==> config.mk <==
export PLATFORM = sky130hd
export DESIGN_NAME = audio_monitor
export DESIGN_NICKNAME = d
export VERILOG_FILES = /design/src/rtl/audio_mon_pkg.sv /design/src/rtl/audio_mon_chan.sv /design/src/rtl/audio_monitor.sv
export SDC_FILE = /design/constraint.sdc
export NUM_CORES = 1
export LEC_CHECK = 0
export CORE_MARGIN = 5
export CORE_UTILIZATION = 45
export CTS_CLUSTER_DIAMETER = 150
export DETAILED_ROUTE_END_ITERATION = 10
export HOLD_SLACK_MARGIN = 0.1
export PLACE_DENSITY = 0.74
export SLEW_MARGIN = 30
export SYNTH_ARGS = -nofsm -noshare
export SYNTH_HDL_FRONTEND = slang
export SYNTH_HIERARCHICAL = 1
export SYNTH_SLANG_ARGS = --single-unit
==> constraint.sdc <==
create_clock -name clk -period 3.6 [get_ports clk]
set_input_delay 0.9 -clock clk [delete_from_list [all_inputs] [get_ports clk]]
set_output_delay 0.9 -clock clk [all_outputs]
set_load 0.01 [all_outputs]
==> src/rtl/audio_mon_pkg.sv <==
// ============================================================================
// Module      : audio_mon_pkg
// Description : Shared channel-state encoding, default limits and helpers
//               for the audio monitor.
// Revision    : 1.0 - initial release
// ============================================================================
`default_nettype none

package audio_mon_pkg;

  typedef logic [1:0] chan_state_t;

  localparam chan_state_t c_st_idle    = 2'd0;
  localparam chan_state_t c_st_warmup  = 2'd1;
  localparam chan_state_t c_st_measure = 2'd2;
  localparam chan_state_t c_st_done    = 2'd3;

  // Default limits in samples / signed amplitude
  localparam int c_def_min_period = 572;
  localparam int c_def_max_period = 954;
  localparam int c_def_min_ampl   = 2400;
  localparam int c_def_max_ampl   = 4000;

  function automatic logic [31:0] sat_inc(input logic [31:0] value,
                                          input logic [31:0] max_val);
    return (value >= max_val) ? value : value + 32'd1;
  endfunction

endpackage

`default_nettype wire

==> src/rtl/audio_mon_chan.sv <==
// ============================================================================
// Module      : audio_mon_chan
// Description : One audio channel: rising zero-crossing detection, period and
//               peak measurement, warm-up/measure FSM and violation counters.
// Revision    : 1.0 - initial release
// ============================================================================
`default_nettype none

module audio_mon_chan
  import audio_mon_pkg::*;
#(
  parameter int DATA_W = 16,
  parameter int CNT_W  = 16,
  parameter int ERR_W  = 16,
  parameter int WARMUP = 10
) (
  input  logic                     clk,
  input  logic                     rst_n,
  input  logic                     smpl_vld,
  input  logic signed [DATA_W-1:0] sample,
  input  logic                     go,
  input  logic                     stop,
  input  logic [CNT_W-1:0]         min_period,
  input  logic [CNT_W-1:0]         max_period,
  input  logic signed [DATA_W-1:0] min_ampl,
  input  logic signed [DATA_W-1:0] max_ampl,
  output logic                     measuring,
  output logic [ERR_W-1:0]         freq_err,
  output logic [ERR_W-1:0]         ampl_err,
  output logic                     no_cross,
  output logic [CNT_W-1:0]         last_period
);

  localparam int          c_xw      = (WARMUP < 2) ? 1 : $clog2(WARMUP + 1);
  localparam logic [31:0] c_cnt_max = 32'({CNT_W{1'b1}});
  localparam logic [31:0] c_err_max = 32'({ERR_W{1'b1}});
  localparam logic [31:0] c_x_max   = 32'({c_xw{1'b1}});

  chan_state_t              r_state;
  logic                     r_prev_neg;
  logic                     r_have_prev;
  logic                     r_open;
  logic                     r_no_cross;
  logic [c_xw-1:0]          r_xcnt;
  logic [CNT_W-1:0]         r_period;
  logic [CNT_W-1:0]         r_last_period;
  logic signed [DATA_W-1:0] r_peak;
  logic [ERR_W-1:0]         r_freq_err;
  logic [ERR_W-1:0]         r_ampl_err;

  logic w_active, w_cross, w_warm_done, w_check, w_freq_bad, w_ampl_bad;

  assign w_active    = (r_state == c_st_warmup) || (r_state == c_st_measure);
  assign w_cross     = smpl_vld && w_active && r_have_prev && r_prev_neg && !sample[DATA_W-1];
  assign w_warm_done = (WARMUP == 0) || (w_cross && ((32'(r_xcnt) + 32'd1) >= 32'(WARMUP)));
  // Only a crossing that closes a period opened in this run is judged
  assign w_check     = w_cross && r_open && (r_state == c_st_measure);
  assign w_freq_bad  = (r_period < min_period) || (r_period > max_period);
  assign w_ampl_bad  = (r_peak < min_ampl) || (r_peak > max_ampl);

  always_ff @(posedge clk or negedge rst_n) begin
    if (!rst_n) begin
      r_state       <= c_st_idle;
      r_prev_neg    <= 1'b0;
      r_have_prev   <= 1'b0;
      r_open        <= 1'b0;
      r_no_cross    <= 1'b0;
      r_xcnt        <= '0;
      r_period      <= '0;
      r_last_period <= '0;
      r_peak        <= '0;
      r_freq_err    <= '0;
      r_ampl_err    <= '0;
    end else if (go) begin
      r_state     <= c_st_warmup;
      r_prev_neg  <= 1'b0;
      r_have_prev <= 1'b0;
      r_open      <= 1'b0;
      r_no_cross  <= 1'b1;
      r_xcnt      <= '0;
      r_period    <= '0;
      r_peak      <= '0;
      r_freq_err  <= '0;
      r_ampl_err  <= '0;
    end else begin
      case (r_state)
        c_st_warmup:  if (w_warm_done) r_state <= c_st_measure;
        c_st_measure: if (stop) r_state <= c_st_done;
        c_st_done:    r_state <= c_st_idle;
        default:      r_state <= c_st_idle;
      endcase

      if (smpl_vld && w_active) begin
        r_have_prev <= 1'b1;
        r_prev_neg  <= sample[DATA_W-1];
        if (w_cross) begin
          r_period <= CNT_W'(1);
          r_peak   <= sample;
          r_open   <= 1'b1;
        end else begin
          r_period <= CNT_W'(sat_inc(32'(r_period), c_cnt_max));
          if (sample > r_peak) r_peak <= sample;
        end
      end

      if (w_cross && (r_state == c_st_warmup))
        r_xcnt <= c_xw'(sat_inc(32'(r_xcnt), c_x_max));

      if (w_check) begin
        if (w_freq_bad) r_freq_err <= ERR_W'(sat_inc(32'(r_freq_err), c_err_max));
        if (w_ampl_bad) r_ampl_err <= ERR_W'(sat_inc(32'(r_ampl_err), c_err_max));
        r_last_period <= r_period;
        r_no_cross    <= 1'b0;
      end
    end
  end

  assign measuring   = (r_state == c_st_measure);
  assign freq_err    = r_freq_err;
  assign ampl_err    = r_ampl_err;
  assign no_cross    = r_no_cross;
  assign last_period = r_last_period;

endmodule

`default_nettype wire

==> src/rtl/audio_monitor.sv <==
// ============================================================================
// Module      : audio_monitor
// Description : N-channel audio monitor: run control, limit capture, window
//               counter, done generation and per-channel result packing.
// Revision    : 1.0 - initial release
// ============================================================================
`default_nettype none

module audio_monitor
  import audio_mon_pkg::*;
#(
  parameter int NUM_CH = 2,
  parameter int DATA_W = 16,
  parameter int CNT_W  = 16,
  parameter int ERR_W  = 16,
  parameter int WIN_W  = 24,
  parameter int WARMUP = 10
) (
  input  logic                     clk,
  input  logic                     rst_n,
  input  logic                     smpl_vld,
  input  logic [NUM_CH*DATA_W-1:0] aud_in,
  input  logic                     start,
  input  logic [WIN_W-1:0]         win_len,
  input  logic [CNT_W-1:0]         min_period,
  input  logic [CNT_W-1:0]         max_period,
  input  logic [DATA_W-1:0]        min_ampl,
  input  logic [DATA_W-1:0]        max_ampl,
  output logic                     busy,
  output logic                     done,
  output logic [NUM_CH*ERR_W-1:0]  freq_err,
  output logic [NUM_CH*ERR_W-1:0]  ampl_err,
  output logic [NUM_CH-1:0]        no_cross,
  output logic [NUM_CH*CNT_W-1:0]  last_period
);

  logic                     r_busy;
  logic                     r_done;
  logic [WIN_W-1:0]         r_win;
  logic [WIN_W-1:0]         r_win_len;
  logic [CNT_W-1:0]         r_min_period;
  logic [CNT_W-1:0]         r_max_period;
  logic signed [DATA_W-1:0] r_min_ampl;
  logic signed [DATA_W-1:0] r_max_ampl;

  logic [NUM_CH-1:0] w_measuring;
  logic [WIN_W-1:0]  w_win_nxt;
  logic              w_go, w_all_meas, w_end;

  assign w_go       = start && !r_busy;
  assign w_all_meas = &w_measuring;
  assign w_win_nxt  = r_win + WIN_W'(1);
  // Terminal window sample is still processed by the channels this cycle
  assign w_end      = w_all_meas && ((r_win_len == '0) || (smpl_vld && (w_win_nxt == r_win_len)));

  always_ff @(posedge clk or negedge rst_n) begin
    if (!rst_n) begin
      r_busy       <= 1'b0;
      r_done       <= 1'b0;
      r_win        <= '0;
      r_win_len    <= '0;
      r_min_period <= '0;
      r_max_period <= '0;
      r_min_ampl   <= '0;
      r_max_ampl   <= '0;
    end else begin
      r_done <= w_end;
      if (w_go) begin
        r_busy       <= 1'b1;
        r_win        <= '0;
        r_win_len    <= win_len;
        r_min_period <= min_period;
        r_max_period <= max_period;
        r_min_ampl   <= min_ampl;
        r_max_ampl   <= max_ampl;
      end else begin
        if (r_done) r_busy <= 1'b0;
        if (w_all_meas && smpl_vld) r_win <= w_win_nxt;
      end
    end
  end

  assign busy = r_busy;
  assign done = r_done;

  for (genvar k = 0; k < NUM_CH; k++) begin : g_chan
    audio_mon_chan #(
      .DATA_W (DATA_W),
      .CNT_W  (CNT_W),
      .ERR_W  (ERR_W),
      .WARMUP (WARMUP)
    ) u_chan (
      .clk         (clk),
      .rst_n       (rst_n),
      .smpl_vld    (smpl_vld),
      .sample      (aud_in[k*DATA_W +: DATA_W]),
      .go          (w_go),
      .stop        (w_end),
      .min_period  (r_min_period),
      .max_period  (r_max_period),
      .min_ampl    (r_min_ampl),
      .max_ampl    (r_max_ampl),
      .measuring   (w_measuring[k]),
      .freq_err    (freq_err[k*ERR_W +: ERR_W]),
      .ampl_err    (ampl_err[k*ERR_W +: ERR_W]),
      .no_cross    (no_cross[k]),
      .last_period (last_period[k*CNT_W +: CNT_W])
    );
  end

endmodule

`default_nettype wire

==> out/results.ini, run 1 <==
[sta]
fin_crit_sh=0.924
slew_violations=0
final_hold_viol_count=0
fmax_mhz=301
clock_skew_ns=0.0169
holdWs_ns=0.347
worst_pin_slew_ns=0.753
report.final.setup_viol=0
rsz0062_at_grt=false
fin_crit_ns=3.33
slew-limit-headroom=0.498

[clock_tree]
clock_latency_ns=0.54
cts.repair.resized=0
cts_max_path_buffers=3
cts_max_level=2
numCtsBuffers=36
clk_pin_slew_ns=0.06
post_cts_buffers=0
clock_sinks=294
cts_tree=built
holdBufCountCts=0
cts_root_buf=clkbuf_16

[floorplanning]
dieArea_mm2=0.0438
row_count=73
core_mm2=0.0395
start_util=0.452
chipHeight_um=209
top_level_ports=224
die_w_um=209

[cells_and_area]
drive_gt1_frac=0.129
fillers=3330
num_antenna_cells=0
syn2layout_area_growth_pct=24.9
multi_input_area_mm2=0.00958
layout_common_cells=dfrtp_1 (294), clkdlybuf4s50_1 (222), inv_1 (191)
instances_no_fill=2650
final_common_cell=dfrtp_1
nets=2396
seqCellArea_mm2=0.00736

[placement]
portBuffers=223
dp.cells=2588
dp_hpwl_um=35800
place_congestion=0.898

[grt]
grt_max_degree=79
grt_pass1_wl_um=76900
grt-ovfl-total=0
grt_pass1_vias=14900
track_usage=0.212
antenna_found_initial=0

[critical_path]
worst_ep_required_time_ns=4.04
crit_arrival_ns=3.76
worstSetupStartpoint=r_win[0]$_DFFE_PN0P_
critPathCaptureType=flip-flop
crit_type=reg2reg
reg2reg_from=r_win[0]$_DFFE_PN0P_
critPathLaunchType=flip-flop
path_max_fanout=8

[worst_hold_path]
hp-class=in2async

[logic_synthesis]
yosys_warnings=6
synth-simple-area-share=0.167
syn-mean-instance-area_um2=9.73
synthFlopType=dfrtp_1
synth_top_family_by_area=simple AND/OR/NAND/NOR gates
syn_inst=1838
synth_cell_types=67
synth_edf_count=0
syn_area_mm2=0.0179
synth_nets=2133
synth_xor_xnor_area_share=0.0436
async_reset_ff_frac=1.00
synth.mux.area_fraction=0.0996
synth_compound_gate_area_share=0.105
synth_fa_ha_area_frac=0.120
yosysSeqAreaShare=0.411
ys_seq_elements=294

[route]
drt_iter0_markers=1000
drtPass1Iterations=5
viasPerCell=5.56
wl_um=47400
drc=0
route.antenna.remaining_nets=0
via_count=14700
wl_per_cell_um=17.9

[flow_run]
max_cap_viol_count=0

[power_and_ir_drop]
cellLeakagePower_nw=10.4
p_per_area_mw_per_mm2=549
max-vdd-ir-drop_mv=0.305

[run_status]
run_status=completed

sequential cells by signal, summed over array words and instances (netlist names), 4 cells and up:
| name | count |
|---|---|
| g_chan.u_chan/r_period | 32 |
| r_min_period | 16 |
| g_chan.u_chan/freq_err | 32 |
| r_win_len | 24 |
| g_chan.u_chan/r_xcnt | 8 |
| g_chan.u_chan/ampl_err | 32 |
| r_max_period | 16 |
| g_chan.u_chan/r_peak | 32 |
| r_max_ampl | 16 |
| g_chan.u_chan/r_state | 4 |
| r_win | 24 |
| r_min_ampl | 16 |
| g_chan.u_chan/last_period | 32 |
worst max-delay path, cell delays in order (launching register included):
cell       delay, ns
dfrtp_1         0.54
ha_1            0.37
and3_1          0.39
nand4_1         0.18
xnor2_1         0.17
a2111oi_0       0.37
nand4_1         0.20
o41ai_2         0.46
nand2b_1        0.18
a21oi_1         0.07
a311oi_1        0.28
kinds of logic after synthesis:
group,after synthesis
AO/OA/AOI/OAI,299
XOR/XNOR,89
adder cells (fa/ha/maj),171
buffers and inverters,251
flip-flops,294
multiplexers,162
AND/OR/NAND/NOR,572
final cells by class:
cell class | instances | share of cell area
Clock inverter | 7 | 0.00392
Sequential cell | 294 | 0.329
Inverter | 191 | 0.0321
Clock buffer | 55 | 0.0494
Multi-Input combinational cell | 1293 | 0.429
Timing Repair Buffer | 285 | 0.127
Tap cell | 525 | 0.0294
stage by stage:
step	setup WS [ns]	setup TNS, ns	power (W)	area, um2	util
3_5_place_dp	-0.109	-1.99	0.00863	21200	0.535
6_report	0.274	0	0.0123	22300	0.565
2_1_floorplan	0.253	0	0.00703	17900	-
4_1_cts	0.356	0	0.0124	22300	0.565
5_1_grt	0.164	0	0.0131	22300	0.565
3_3_place_gp	-0.0205	-0.0205	0.00838	21200	0.535
worst paths after layout:
check | endpoint | slack [ns] | cells past startpoint
max in group asynchronous | g_chan[0].u_chan/last_period[12]$_DFFE_PN0P_ | 2.34 | 2
min | g_chan[1].u_chan/ampl_err[8]$_DFFE_PN0P_ | 0.35 | 1
max reg2reg | g_chan[1].u_chan/r_state[1]$_DFFE_PN0P_ | 0.27 | 10
min in group clk | g_chan[1].u_chan/r_have_prev$_DFFE_PN0P_ | 0.49 | 2
max | g_chan[1].u_chan/r_state[1]$_DFFE_PN0P_ | 0.27 | 10
min reg2reg | g_chan[1].u_chan/r_have_prev$_DFFE_PN0P_ | 0.49 | 2
cells in the mapped netlist (all sizes together) (3+ instances only):
cell     number  area share
or3          39       0.014
and4         15      0.0073
nand2       117       0.025
a21oi       119       0.033
a2111oi       4      0.0030
or2           6      0.0021
or4          19      0.0080
nor2b        27      0.0094
a211o         4      0.0020
mux2i        34       0.019
o2111ai       8      0.0039
nand2b       13      0.0054
nor2        149       0.031
buf          24      0.0064
a31oi        13      0.0062
nand4        47       0.016
o31ai         8      0.0034
ha          171        0.12
clkbuf       36      0.0076
mux2        128       0.081
dfrtp       294        0.41
a41oi         4      0.0028
xnor2        34       0.017
a32oi         4      0.0028
nand3        52       0.016
a22oi         3      0.0013
a221oi        4      0.0020
and2          6      0.0021
nor3         20      0.0062
nor3b         6      0.0025
o21ai        78       0.022
a21o         12      0.0050
and3         33       0.012
o21a          6      0.0025
a211oi        6      0.0025
inv         191       0.040
o41ai         7      0.0034
nor4         16      0.0064
xor2         55       0.027
o211ai        7      0.0029
per-layer routing:
metal / global-route usage / share of wire / wire length (um) / vias up
li1: - / - / - / 7014
met1: 0.275 / 0.43 / 20200 / 7211
met2: 0.363 / 0.49 / 23200 / 430
met3: 0.0371 / 0.059 / 2800 / 87
met4: 0.0655 / 0.026 / 1250 / 0
met5: 0 / 0 / 0 / -
report_power, final:
part | leakage [nW] | total, W | internal [W] | switching [W]
Clock | 0.587 | 0.00365 | 0.00224 | 0.00141
Combinational | 6.04 | 0.00402 | 0.00197 | 0.00205
Sequential | 3.78 | 0.00460 | 0.00387 | 0.000732
Total | 10.4 | 0.0123 | 0.00808 | 0.00419
No activity file was read; power rests on OpenSTA's default activity.
==> inputs of run 2 (changes only) <==
ABC_AREA = 1   (was not set)
PLACE_DENSITY = 0.73   (was 0.74)
==> run 2 against run 1 <==
Net effect: utilization shrank 1.5 points; final cell count grew 31%; clock power grew 11%; maximum frequency grew 18%; worst hold slack gained 0.017 ns; clock skew shrank 0.0024 ns; sequential share of layout area shrank 1.8 points; worst setup slack gained 0.50 ns; largest power group is now combinational logic; highest routed layer is now met5.
==> out/results.ini, run 2 <==
[logic_synthesis]
synthTopCellsByCount=nand2_1 (774), inv_1 (411), dfrtp_1 (294)  ; was dfrtp_1 (294), inv_1 (191), ha_1 (171)
ys_seq_elements=294  ; unchanged
synth_edf_count=0  ; unchanged
yosysSeqAreaShare=0.379  ; was 0.411
yosys_warnings=6  ; unchanged
netlist.area_leader.share=0.379  ; was 0.411
synth_cell_types=46  ; was 67
syn_inst=2639  ; was 1838
synth_nets=2934  ; was 2133
synth_top_area_cell=dfrtp_1  ; unchanged
synth_most_common_cell=nand2_1  ; was dfrtp_1
synthFlopType=dfrtp_1  ; unchanged
syn-mean-instance-area_um2=7.35  ; was 9.73 um2
syn_area_mm2=0.0194  ; was 0.0179 mm2
async_reset_ff_frac=1.00  ; unchanged
synth_area_leaders=dfrtp_1 (38%), nand2_1 (15%), ha_1 (11%)  ; was dfrtp_1 (41%), ha_1 (12%), mux2_2 (8.1%)

[clock_tree]
cts_max_level=2  ; unchanged
cts_max_path_buffers=3  ; unchanged
post_cts_buffers=0  ; unchanged
cts.repair.resized=0  ; unchanged
holdBufCountCts=0  ; unchanged
numCtsBuffers=37  ; was 36
clk_pin_slew_ns=0.06  ; about the same
cts_tree=built  ; unchanged
clock_latency_ns=0.55  ; was 0.54 ns
clock_sinks=294  ; unchanged
cts_root_buf=clkbuf_16  ; unchanged

[route]
via_count=17900  ; was 14700
wl_um=53500  ; was 47400 um
viasPerCell=5.17  ; was 5.56
wl_per_cell_um=15.4  ; was 17.9 um
drc=0  ; unchanged
route.antenna.remaining_nets=0  ; unchanged
drtPass1Iterations=7  ; was 5
drt_iter0_markers=1267  ; was 1000

[sta]
clock_skew_ns=0.0145  ; was 0.0169 ns
slew_violations=0  ; unchanged
final_hold_viol_count=0  ; unchanged
slew-limit-headroom=0.463  ; was 0.498
fin_crit_sh=0.785  ; was 0.924
fmax_mhz=354  ; was 301 MHz
finalSetupTns_ns=0  ; unchanged
report.final.setup_viol=0  ; unchanged
fin_crit_ns=2.83  ; was 3.33 ns
rsz0062_at_grt=false  ; unchanged
worst_pin_slew_ns=0.805  ; was 0.753 ns

[cells_and_area]
nets=3147  ; was 2396
final_area_mm2=0.0236  ; was 0.0223 mm2
layout_common_cells=nand2_1 (773), inv_1 (409), dfrtp_1 (294)  ; was dfrtp_1 (294), clkdlybuf4s50_1 (222), inv_1 (191)
fillers=3947  ; was 3330
syn2layout_area_growth_pct=21.6  ; was 24.9%
multi_input_area_mm2=0.0101  ; was 0.00958 mm2
final_common_cell=nand2_1  ; was dfrtp_1
seqCellArea_mm2=0.00736  ; unchanged
drive_gt1_frac=0.0500  ; was 0.129

[floorplanning]
top_level_ports=224  ; unchanged
start_util=0.452  ; about the same
dieArea_mm2=0.0474  ; was 0.0438 mm2
die_w_um=218  ; was 209 um
core_mm2=0.0429  ; was 0.0395 mm2
chipHeight_um=218  ; was 209 um
row_count=76  ; was 73

[critical_path]
crit_arrival_ns=3.25  ; was 3.76 ns
path_max_fanout=9  ; was 8
r2r-end=g_chan[0].u_chan/r_state[0]$_DFFE_PN0P_  ; was g_chan[1].u_chan/r_state[1]$_DFFE_PN0P_
reg2reg_from=r_win[1]$_DFFE_PN0P_  ; was r_win[0]$_DFFE_PN0P_
worst_ep_required_time_ns=4.02  ; was 4.04 ns
crit_type=reg2reg  ; unchanged
critPathLaunchType=flip-flop  ; unchanged
worstRegToRegCells=18  ; was 10
critPathCaptureType=flip-flop  ; unchanged
r2r_setup_slack_ns=0.77  ; was 0.27 ns

[power_and_ir_drop]
cellLeakagePower_nw=12.1  ; was 10.4 nW
power_switching_w=0.00613  ; was 0.00419 W
max-vdd-ir-drop_mv=0.397  ; was 0.305 mV
p_per_area_mw_per_mm2=641  ; was 549 mW/mm2
p_int_w=0.00901  ; was 0.00808 W
finalPower_w=0.0151  ; was 0.0123 W
pwr-share-comb=0.389  ; was 0.328
clockPowerShare=0.267  ; was 0.297
seqPwrFrac=0.344  ; was 0.375
swShare=0.405  ; was 0.341

[grt]
gr-usage-met3=0.0529  ; was 0.0371
track_usage=0.223  ; was 0.212
grt_pass1_wl_um=88300  ; was 76900 um
grt_max_degree=86  ; was 79
antenna_found_initial=7  ; was 0
grt-ovfl-total=0  ; unchanged
use_met2=0.369  ; was 0.363
met1_usage=0.293  ; was 0.275
grt.busiest_layer=met2  ; unchanged
grt_pass1_vias=17900  ; was 14900

[run_status]
run_status=completed  ; unchanged

[worst_hold_path]
hp-class=in2async  ; unchanged

[placement]
dp_hpwl_um=39800  ; was 35800 um
place_congestion=0.904  ; was 0.898
place_area_mm2=0.0223  ; was 0.0212 mm2
portBuffers=223  ; unchanged

[flow_run]
max_cap_viol_count=0  ; unchanged

run 2: cell types whose count changed after synthesis, moves of 30 or more:
cell     before  now
a21oi_1     119   88
and3_1       32    2
inv_1       191  411
mux2_2      128    2
mux2i_1      34    0
nand2_1     116  774
nand3_1      49  207
nand4_1      47  111
o21ai_0      78  125
or3_1        37    2
run 2: critical path, stage by stage (launching register included):
cell and delay (ns):
dfrtp_1 0.45, ha_1 0.29, nand2_4 0.10, nor2_8 0.19
nand2_4 0.10, o21ai_1 0.20, nand2_1 0.11, nand2_1 0.07
nand3_1 0.10, nor2_2 0.16, nand2_1 0.09, nor2_2 0.08
nand2_1 0.06, a21oi_2 0.17, inv_1 0.06, nand2_1 0.10
nand2_1 0.11, o21ai_0 0.17, nand2_1 0.08
run 2: worst max path at each step:
stage	startpoint	to
finish	r_win[1]$_DFFE_PN0P_	g_chan[0].u_chan/r_state[0]$_DFFE_PN0P_
global route	r_win[0]$_DFFE_PN0P_	g_chan[0].u_chan/r_state[0]$_DFFE_PN0P_
CTS	r_win[1]$_DFFE_PN0P_	g_chan[0].u_chan/r_state[0]$_DFFE_PN0P_
detailed placement	smpl_vld	r_win[1]$_DFFE_PN0P_
global placement	smpl_vld	g_chan[0].u_chan/r_state[0]$_DFFE_PN0P_
floorplan	start	g_chan[0].u_chan/r_peak[10]$_DFFE_PN0P_
run 2: per-layer routing:
| metal | share of wire | up-vias |
|---|---|---|
| met2 | 0.46 | 476 |
| met5 | 0.0012 | - |
| met4 | 0.029 | 10 |
| li1 | - | 8942 |
| met3 | 0.066 | 106 |
| met1 | 0.44 | 8393 |
run 2: power groups by stage:
stage | Combinational, W | Clock (W) | Sequential [W]
2_1_floorplan | 0.00432 | 0 | 0.00487
3_3_place_gp | 0.00554 | 0 | 0.00521
3_5_place_dp | 0.00585 | 0 | 0.00523
4_1_cts | 0.00590 | 0.00414 | 0.00519
5_1_grt | 0.00685 | 0.00428 | 0.00533
6_report | 0.00589 | 0.00404 | 0.00521
run 2: kinds of logic (layout without fill, tap and decap cells):
kind of cell             count (synthesis)  after routing  share of synthesized area
AND/OR/NAND/NOR                       1359           1359                      0.310
buffers and inverters                  494            735                     0.0984
flip-flops                             294            294                      0.379
AO/OA/AOI/OAI                          257            257                     0.0712
adder cells (fa/ha/maj)                171            171                      0.110
XOR/XNOR                                62             62                     0.0295
multiplexers                             2              2                    0.00116
other                                    0              3                          0
run 2: area by class of cell:
type,count,area share
inverter,416,0.0663
timing repair buffer,252,0.105
multi-input combinational,1851,0.430
tap,585,0.0310
antenna,3,0.000318
clock buffer,51,0.0458
sequential,294,0.312
clock inverter,16,0.0102
run 2: per-stage QoR:
step / utilization / worst slack (ns) / hold slack [ns] / cells
finish: 0.550 / 0.773 / 0.364 / 3468
global route: 0.550 / 0.472 / 0.406 / 3465
CTS: 0.550 / 0.734 / 0.373 / 3465
detailed placement: 0.519 / 0.230 / 0.473 / 3398
global placement: 0.519 / 0.330 / 0.469 / 3398
floorplan: - / 1.02 / 0.467 / 2639
==> inputs of run 3 (changes only) <==
clock period = 2.9 ns   (was 3.6 ns; I/O delays follow)
==> run 3 against run 2 <==
Net effect: die area did not move; first-iteration DRC count is 3.2% lower; worst hold slack improved by 0.12 ns; combinational power grew 28%; worst setup slack lost 0.46 ns; maximum frequency up 9.4%; flip-flop and latch count is the same; clock skew is 0.0097 ns higher; non-clock buffer count increased by 27; final cell count up 0.81%; critical path depth increased by 2; largest cell class unchanged.
==> out/results.ini, run 3 (synthesis results as in run 2) <==
[critical_path]
critPathLaunchType=flip-flop  ; unchanged
path_cells=ha_2, nand2_4, nor2_8, nand2_4, nor2_2, nand2_1, nand2_1, nand2_1, nand2_1, nand2_1, nor2_2, nand2_1, nor2_2, nand2_1, a21oi_2, inv_1, nand2_1, nand2_1, o21ai_0, a21oi_1  ; was ha_1, nand2_4, nor2_8, nand2_4, o21ai_1, nand2_1, nand2_1, nand3_1, nor2_2, nand2_1, nor2_2, nand2_1, a21oi_2, inv_1, nand2_1, nand2_1, o21ai_0, nand2_1
worstRegToRegCells=20  ; was 18
worstPathBufferInverterCount=1  ; unchanged
reg2reg_from=r_win[0]$_DFFE_PN0P_  ; was r_win[1]$_DFFE_PN0P_
critical-path-max-stage-delay_ns=0.36  ; was 0.45 ns
worstSetupStartpoint=r_win[0]$_DFFE_PN0P_  ; was r_win[1]$_DFFE_PN0P_
crit_family=simple AND/OR/NAND/NOR gates  ; unchanged
cpMostUsedCell=nand2_1  ; unchanged
r2r-end=g_chan[0].u_chan/r_state[1]$_DFFE_PN0P_  ; was g_chan[0].u_chan/r_state[0]$_DFFE_PN0P_
path_max_fanout=8  ; was 9
r2r_setup_slack_ns=0.32  ; was 0.77 ns
critPathCaptureType=flip-flop  ; unchanged
crit_cells=20  ; was 18
cp_slowest_cell=dfrtp_1  ; unchanged
crit_arrival_ns=3.01  ; was 3.25 ns
crit_path_end=g_chan[0].u_chan/r_state[1]$_DFFE_PN0P_  ; was g_chan[0].u_chan/r_state[0]$_DFFE_PN0P_
worst_ep_required_time_ns=3.32  ; was 4.02 ns
crit_type=reg2reg  ; unchanged

[grt]
grt_pass1_wl_um=90000  ; was 88300 um
grt_max_degree=66  ; was 86
grt-ovfl-total=0  ; unchanged
antenna_found_initial=9  ; was 7
grt_pass1_vias=18200  ; was 17900
track_usage=0.228  ; was 0.223

[cells_and_area]
post-route-util=0.556  ; was 0.550
nets=3174  ; was 3147
fillers=3980  ; was 3947
seqCellArea_mm2=0.00736  ; about the same
final_common_cell=nand2_1  ; unchanged
layout_common_cells=nand2_1 (773), inv_1 (409), dfrtp_1 (293)  ; was nand2_1 (773), inv_1 (409), dfrtp_1 (294)
syn2layout_area_growth_pct=22.9  ; was 21.6%
drive_gt1_frac=0.0605  ; was 0.0500
multi_input_area_mm2=0.0102  ; was 0.0101 mm2

[route]
drc=0  ; unchanged
via_count=18200  ; was 17900
route.antenna.remaining_nets=0  ; unchanged
drtPass1Iterations=5  ; was 7
wl_um=54600  ; was 53500 um
wl_per_cell_um=15.6  ; was 15.4 um
viasPerCell=5.21  ; was 5.17
drt_iter0_markers=1226  ; was 1267

[clock_tree]
numCtsBuffers=37  ; unchanged
clock_latency_ns=0.56  ; was 0.55 ns
cts_max_path_buffers=3  ; unchanged
cts_root_buf=clkbuf_16  ; unchanged
clock_sinks=294  ; unchanged
cts_max_level=2  ; unchanged
clk_pin_slew_ns=0.06  ; about the same
cts_tree=built  ; unchanged

[power_and_ir_drop]
p_per_area_mw_per_mm2=792  ; was 641 mW/mm2
pwr-share-comb=0.398  ; was 0.389
max-vdd-ir-drop_mv=0.459  ; was 0.397 mV
swShare=0.409  ; was 0.405
power_switching_w=0.00773  ; was 0.00613 W
clockPowerShare=0.259  ; was 0.267
cellLeakagePower_nw=12.2  ; was 12.1 nW
seqPwrFrac=0.343  ; was 0.344
p_int_w=0.0112  ; was 0.00901 W

[floorplanning]
die_w_um=218  ; unchanged
chipHeight_um=218  ; unchanged
core_mm2=0.0429  ; unchanged
dieArea_mm2=0.0474  ; unchanged
start_util=0.452  ; unchanged
row_count=76  ; unchanged
top_level_ports=224  ; unchanged

[sta]
worst_slack_ns=0.315  ; was 0.773 ns
report.final.setup_viol=0  ; unchanged
fmax_mhz=387  ; was 354 MHz
slew_violations=0  ; unchanged
finalSetupTns_ns=0  ; unchanged
rsz0062_at_grt=false  ; unchanged
worst_pin_slew_ns=0.625  ; was 0.805 ns
final_hold_viol_count=0  ; unchanged
clock_skew_ns=0.0242  ; was 0.0145 ns
fin_crit_ns=2.58  ; was 2.83 ns
fin_crit_sh=0.891  ; was 0.785
slew-limit-headroom=0.583  ; was 0.463

[flow_run]
max_cap_viol_count=0  ; unchanged

[placement]
place_congestion=0.919  ; was 0.904
dp_hpwl_um=40800  ; was 39800 um
portBuffers=223  ; unchanged
place_worst_setup_slack_ns=-0.0920  ; was 0.230 ns

[worst_hold_path]
hp-class=reg2reg  ; was in2async

[run_status]
run_status=completed  ; unchanged

==> run 3: cell types whose count changed in the layout (fill, tap and decap cells not counted), sizes merged, moves of 2 or more <==
cell / previous run / this run
bufinv: 6 / 4
buf: 30 / 56
clkinvlp: 1 / 3
clkinv: 8 / 10
==> run 3: final cells by class <==
cell class                 count  area share
multi-input combinational   1851       0.426
clock buffer                  50      0.0456
antenna                        4    0.000420
sequential                   294       0.309
timing repair buffer         279       0.115
clock inverter                17     0.00855
tap                          585      0.0307
inverter                     416      0.0656
==> run 3: per-layer routing <==
metal  global-route usage  vias up  routed length, um
met4               0.0664       12               1240
met5                    0        -                 71
met2                0.384      488              25900
li1                     -     9002                  -
met3               0.0515      108               3390
met1                0.296     8590              23900
==> run 3: how the worst min path moves through the flow <==
| stage | start | to | slack, ns | cells after the start |
|---|---|---|---|---|
| final | g_chan[0].u_chan/no_cross$_DFFE_PN0P_ | g_chan[0].u_chan/no_cross$_DFFE_PN0P_ | 0.48 | 2 |
| after global routing | g_chan[0].u_chan/no_cross$_DFFE_PN0P_ | g_chan[0].u_chan/no_cross$_DFFE_PN0P_ | 0.51 | 2 |
| after CTS | g_chan[0].u_chan/no_cross$_DFFE_PN0P_ | g_chan[0].u_chan/no_cross$_DFFE_PN0P_ | 0.48 | 2 |
| after detailed placement | g_chan[0].u_chan/no_cross$_DFFE_PN0P_ | g_chan[0].u_chan/no_cross$_DFFE_PN0P_ | 0.46 | 2 |
| after global placement | g_chan[0].u_chan/no_cross$_DFFE_PN0P_ | g_chan[0].u_chan/no_cross$_DFFE_PN0P_ | 0.46 | 2 |
| after floorplan | rst_n | busy$_DFFE_PN0P_ | 0.43 | 0 |
==> run 3: worst reg2reg max path, delay by kind of cell, from the launching register on <==
family / cells / cell delay [ns]
AOI/OAI and AO/OA: 3 / 0.39
adders and majority gates: 1 / 0.23
buffers and inverters: 1 / 0.07
DFF: 1 / 0.36
and+or+nand+nor: 15 / 1.41
==> run 3: power by group through the flow <==
stage	sequential, W	combinational [W]	clock [W]
2_1_floorplan	0.00604	0.00536	0
3_3_place_gp	0.00646	0.00707	0
6_report	0.00648	0.00751	0.00489
3_5_place_dp	0.00651	0.00749	0
5_1_grt	0.00663	0.00875	0.00518
4_1_cts	0.00646	0.00755	0.00504
==> run 3: timing repair <==
| item | 4_1_cts | 5_1_grt |
|---|---|---|
| resized for setup | 0 | 6 |
| buffers inserted | 0 | 1 |
| endpoints found under the hold margin | 34 | 0 |
| endpoints found under the setup margin | 0 | 4 |
| hold buffers | 1 | 0 |
==> run 3: metrics by stage <==
stage | cell area, um2 | hold slack, ns | std cells | total power [W]
floorplan | 19400 | 0.429 | 2639 | 0.0114
global placement | 22500 | 0.457 | 3423 | 0.0135
detailed placement | 22500 | 0.461 | 3423 | 0.0140
CTS | 23800 | 0.479 | 3491 | 0.0190
global route | 23800 | 0.506 | 3493 | 0.0206
finish | 23800 | 0.479 | 3496 | 0.0189
